--- config.mk ---
export PLATFORM = sky130hd
export DESIGN_NAME = drum_note_scroller
export DESIGN_NICKNAME = d
export VERILOG_FILES = /design/src/rtl/drum_note_scroller.sv
export SDC_FILE = /design/constraint.sdc
export NUM_CORES = 1
export LEC_CHECK = 0
export CORE_ASPECT_RATIO = 1.1
export CORE_UTILIZATION = 35
export CTS_BUF_LIST = sky130_fd_sc_hd__clkbuf_16
export CTS_CLUSTER_SIZE = 14
export DETAILED_ROUTE_END_ITERATION = 8
export PLACE_DENSITY_LB_ADDON = 0.12
export SLEW_MARGIN = 20
export SYNTH_ARGS = -nofsm -noshare
export SYNTH_HDL_FRONTEND = slang
export SYNTH_SLANG_ARGS = --single-unit
--- constraint.sdc ---
create_clock -name clk -period 4.3 [get_ports clk]
set_clock_uncertainty 0.2 [all_clocks]
set_input_delay 0.86 -clock clk [delete_from_list [all_inputs] [get_ports clk]]
set_output_delay 0.86 -clock clk [all_outputs]
set_load 0.05 [all_outputs]
--- src/rtl/drum_note_scroller.sv ---
// Note track scroller and hit judge for the drum game: scrolls pattern rows toward the hit row
// on each tempo tick, scores pad presses and gates the tempo generator. Option: COMBO_BONUS_EN.
module drum_note_scroller #(
  parameter int LANES    = 4,
  parameter int DEPTH    = 16,
  parameter int SONG_LEN = 256,
  parameter int SCORE_W  = 12
) (
  input  logic                     clk,
  input  logic                     rst_n,
  input  logic                     start,
  input  logic                     tick,
  input  logic [LANES-1:0]         pads,
  input  logic [LANES-1:0]         pat_data,
  output logic [7:0]               pat_addr,
  output logic                     stop,
  output logic [DEPTH*LANES-1:0]   track,
  output logic [SCORE_W-1:0]       score,
  output logic [SCORE_W-1:0]       misses,
  output logic [7:0]               combo,
  output logic                     hit_pulse,
  output logic                     miss_pulse,
  output logic                     playing,
  output logic                     done
);
  // state  | meaning
  // S_IDLE | after reset, tempo held stopped
  // S_PLAY | song running, ticks scroll the track
  // S_DONE | song and flush finished, score held
  typedef enum logic [1:0] {S_IDLE, S_PLAY, S_DONE} state_t;

  localparam int CW = $clog2(LANES + 1);
  localparam int LW = $clog2(SONG_LEN + 1);
  localparam int FW = $clog2(DEPTH + 1);
  localparam logic [LW-1:0] LOAD_END   = LW'(SONG_LEN);
  localparam logic [FW-1:0] FLUSH_LAST = FW'(DEPTH - 1);

  function automatic logic [CW-1:0] popcnt(input logic [LANES-1:0] v);
    logic [CW-1:0] c;
    c = '0;
    for (int i = 0; i < LANES; i++) c = c + CW'(v[i]);
    return c;
  endfunction

  state_t                   r_state, w_next_state;
  logic [DEPTH*LANES-1:0]   r_track;
  logic [SCORE_W-1:0]       r_score, r_misses;
  logic [7:0]               r_combo, r_pat_addr;
  logic [LW-1:0]            r_load_cnt;
  logic [FW-1:0]            r_flush_cnt;
  logic [LANES-1:0]         r_pads_q;
  logic                     r_stop, r_hit_pulse, r_miss_pulse;

  logic [LANES-1:0] w_press, w_row0, w_hits, w_wrong, w_row0_left, w_top_row;
  logic [CW-1:0]    w_nhits, w_nmiss;
  logic [CW:0]      w_pts;
  logic [SCORE_W:0] w_score_sum, w_miss_sum;
  logic [8:0]       w_combo_sum;
  logic             w_loads_done, w_scroll_miss;

  assign w_press      = pads & ~r_pads_q;
  assign w_row0       = r_track[LANES-1:0];
  assign w_hits       = w_press & w_row0;
  assign w_wrong      = w_press & ~w_row0;
  // Notes hit this cycle leave row 0 before any scroll, so they can never count as misses.
  assign w_row0_left  = w_row0 & ~w_hits;
  assign w_nhits      = popcnt(w_hits);
  assign w_nmiss      = popcnt(w_row0_left);
  assign w_loads_done = (r_load_cnt == LOAD_END);
  assign w_top_row    = w_loads_done ? '0 : pat_data;
  assign w_scroll_miss = tick && (|w_row0_left);

`ifdef COMBO_BONUS_EN
  assign w_pts = (r_combo >= 8'd8) ? {w_nhits, 1'b0} : {1'b0, w_nhits};
`else
  assign w_pts = {1'b0, w_nhits};
`endif

  assign w_score_sum = {1'b0, r_score} + (SCORE_W+1)'(w_pts);
  assign w_miss_sum  = {1'b0, r_misses} + (SCORE_W+1)'(w_nmiss);
  assign w_combo_sum = {1'b0, r_combo} + 9'(w_nhits);

  always_comb begin
    w_next_state = r_state;
    case (r_state)
      S_IDLE:  if (start) w_next_state = S_PLAY;
      S_PLAY:  if (tick && w_loads_done && r_flush_cnt == FLUSH_LAST) w_next_state = S_DONE;
      S_DONE:  if (start) w_next_state = S_PLAY;
      default: w_next_state = S_IDLE;
    endcase
  end

  always_ff @(posedge clk or negedge rst_n) begin
    if (!rst_n) r_state <= S_IDLE;
    else        r_state <= w_next_state;
  end

  always_ff @(posedge clk or negedge rst_n) begin
    if (!rst_n) begin
      r_track      <= '0;
      r_score      <= '0;
      r_misses     <= '0;
      r_combo      <= '0;
      r_pat_addr   <= '0;
      r_load_cnt   <= '0;
      r_flush_cnt  <= '0;
      r_pads_q     <= '0;
      r_stop       <= 1'b1;
      r_hit_pulse  <= 1'b0;
      r_miss_pulse <= 1'b0;
    end else begin
      r_pads_q     <= pads;
      r_stop       <= (r_state != S_PLAY);
      r_hit_pulse  <= 1'b0;
      r_miss_pulse <= 1'b0;
      if (r_state != S_PLAY) begin
        if (start) begin
          r_track     <= '0;
          r_score     <= '0;
          r_misses    <= '0;
          r_combo     <= '0;
          r_pat_addr  <= '0;
          r_load_cnt  <= '0;
          r_flush_cnt <= '0;
        end
      end else begin
        r_hit_pulse <= |w_hits;
        r_score     <= w_score_sum[SCORE_W] ? '1 : w_score_sum[SCORE_W-1:0];
        if ((|w_wrong) || w_scroll_miss) r_combo <= '0;
        else                             r_combo <= w_combo_sum[8] ? 8'hFF : w_combo_sum[7:0];
        if (tick) begin
          r_track      <= {w_top_row, r_track[DEPTH*LANES-1:LANES]};
          r_misses     <= w_miss_sum[SCORE_W] ? '1 : w_miss_sum[SCORE_W-1:0];
          r_miss_pulse <= |w_row0_left;
          if (w_loads_done) begin
            r_flush_cnt <= r_flush_cnt + FW'(1);
          end else begin
            r_load_cnt <= r_load_cnt + LW'(1);
            r_pat_addr <= r_pat_addr + 8'd1;
          end
        end else begin
          r_track[LANES-1:0] <= w_row0_left;
        end
      end
    end
  end

  assign pat_addr   = r_pat_addr;
  assign stop       = r_stop;
  assign track      = r_track;
  assign score      = r_score;
  assign misses     = r_misses;
  assign combo      = r_combo;
  assign hit_pulse  = r_hit_pulse;
  assign miss_pulse = r_miss_pulse;
  assign playing    = (r_state == S_PLAY);
  assign done       = (r_state == S_DONE);
endmodule

==> metrics.cfg <==
[outcome]
status=finished clean

[sta]
rsz0062_at_grt=no
hold_viol_final=0
fmax_mhz=247.8
worst_slew_pin_slew_ps=828.3
fin_crit_sh=0.9383
slew_viol_final=0
layout_min_cycle_time_ps=4035
slew-limit-headroom=0.4478
setup_viol=0

[final_layout]
finalCoreUtilization=0.4862
seq_area_um2=3179
diodes=0
nNetsFinal=703
drive_gt1_frac=0.1023
fillCellCount=1540
area_growth_pct=35.19
multi_input_area_um2=2521

[worst_setup_path]
cp-start-kind=primary input
rr_worst_depth=12
worstPathMaxFanout=5
cp.required_ps=4450
timing.rr.end=combo[3]
reg2reg_slack_ps=740
worst_setup_path_end_kind=flop
worstPathArrival_ps=4190
rr_startpoint=r_pads_q[1]
critPathKind=in2reg

[pwr]
power.internal_mw=2.715
pwr-share-clk=0.300
pwr-share-seq=0.361
swShare=0.3902
total_power_mw=4.453
p_leak_nw=3.509
peakVddDrop_uv=338.5
switchingPower_mw=1.737
power_density_nw_per_um2=557.4
pwr-share-comb=0.338

[placement]
place.gp.congestion=0.8655
port-buffer-count=120
dp_hpwl_um=10190

[worst_hold_path]
worstHoldEndpoint=r_flush_cnt[4]
hold_depth=2
min_path_type=reg2reg
min_from=r_flush_cnt[4]

[route]
initialDrtViolationCount=299
routed_wl_um=15050
wire_per_inst_um=16.95
antenna_left=0
first_pass_iters=4
vias_per_cell=5.383
vias=4780
post-route-drc-count=0

[yosys]
syn_area_um2=5909
synth_fp_nets=568
synth.distinct_cells=63
syn_inst=536
ys_top_cells_by_area=dfrtp_1 (53%), a22o_1 (9.9%), ha_1 (3.0%)
synth_most_common_cell=dfrtp_1
ys_seq_area_frac=0.5380
async_flop_share=1.000
ys_ff_latch=127
synth_top_area_frac=0.5336
synth_edf_count=0
synth_top_area_cell=dfrtp_1
ys.flop_type=dfrtp_1
synthTopCellsByCount=dfrtp_1 (126), a22o_1 (67), o21ai_0 (30)
yosysWarnings=0
synth.avg_cell_area_um2=11.03

[grt]
grt_pass1_wl_um=25260
track_usage=0.1812
grt_pass1_vias=4746
antenna_found_initial=0
grt_overflow=0
grt_max_degree=62

[die]
die_y_um=138.3
die_area_um2=17410
fp.dieW_um=125.9
core_um2=16430
rows=49
ioPinCount=121
start_util=0.3597

[clock_network]
cts_resized=0
cts_max_path_buffers=2
cts.sinks=127
cts_hold_buf=0
cts_tree=built
clkTransAtPathRegs_ps=60
clk-insertion-delay-late_ps=410
root_buffer=clkbuf_16
cts_buffers=17
htreeDepth=4
cts_setup_buffers=0

[flow_run]
cap_violations=0

==> logic make-up (layout without fill, tap and decap cells) <==
group	Yosys count	count (layout)	synth area share
AOI/OAI and AO/OA	168	168	0.2109
and+or+nand+nor	148	148	0.1353
DFF	127	127	0.5380
buffers and inverters	54	202	0.03663
adders and majority gates	20	20	0.04997
xor gates and xnor gates	16	16	0.02371
muxes	3	3	0.005505
==> worst max-delay path, cell delays in order <==
cell and delay (ps):
clkdlybuf4s50_1 480, nand3b_1 150, fa_1 560, inv_1 50, ha_1 200, ha_1 300, inv_1 80, fa_1 440
o21bai_1 140, a22oi_1 160, or3_1 470, o21ai_0 120, a22o_1 170
==> layout by cell type (no fill, tap or decap), drive strengths merged, types with 13 or more instances in the layout <==
master,netlist,layout
o21ai,30,30
a22o,67,67
ha,14,14
nand3,23,23
nor3,13,13
clkdlybuf4s50,0,119
nor2,30,30
a21oi,22,22
dfrtp,126,126
clkbuf,18,17
buf,12,27
xnor2,13,13
inv,22,26
nand2,28,28
==> through the flow <==
stage	worst slack [ps]	cells	instance area, um2	setup TNS, ps	hold slack, ps
finish	265.2	888	7989	0	294.4
global route	48.00	888	7989	0	338.4
CTS	274.8	888	7989	0	302.6
detailed placement	-148.9	856	7440	-948.4	290.0
global placement	-102.1	856	7440	-666.4	284.5
floorplan	443.6	536	5909	0	265.0
==> flip-flops by register name (all words and copies together) (netlist names), 2 cells and up <==
register / cells
track: 64
misses: 12
score: 12
r_load_cnt: 9
combo: 8
pat_addr: 8
r_flush_cnt: 5
r_pads_q: 4
r_state: 2
==> per-layer routing <==
layer	global-route usage	up-vias	share of wire
met5	0	-	0
met4	0.06912	0	0.015
met3	0.04954	15	0.051
met2	0.2760	115	0.47
met1	0.2454	2385	0.46
li1	-	2265	-
==> power by group through the flow <==
stage          registers, mW  logic, mW  clock network, mW
2_1_floorplan           2.21      0.385                  0
3_3_place_gp            1.62       1.50                  0
3_5_place_dp            1.63       1.51                  0
4_1_cts                 1.61       1.52               1.38
5_1_grt                 1.65       1.59               1.43
6_report                1.61       1.51               1.34
==> area by class of cell <==
class | instances | area share
clock inverter | 15 | 0.01551
tap | 204 | 0.03195
timing repair buffer | 146 | 0.1745
clock buffer | 17 | 0.05325
multi-input combinational | 355 | 0.3156
inverter | 24 | 0.01128
sequential | 127 | 0.3980
==> worst max-delay path by stage <==
| stage | from | end | slack, ps | cells after the start |
|---|---|---|---|---|
| 2_1_floorplan | pads[1] | score[7] | 440 | 13 |
| 3_3_place_gp | pads[1] | combo[2] | -100 | 13 |
| 3_5_place_dp | pads[1] | combo[3] | -150 | 13 |
| 4_1_cts | pads[1] | combo[3] | 270 | 13 |
| 5_1_grt | pads[1] | combo[3] | 50 | 13 |
| 6_report | pads[1] | combo[3] | 270 | 13 |
No activity file was read; power rests on OpenSTA's default activity.
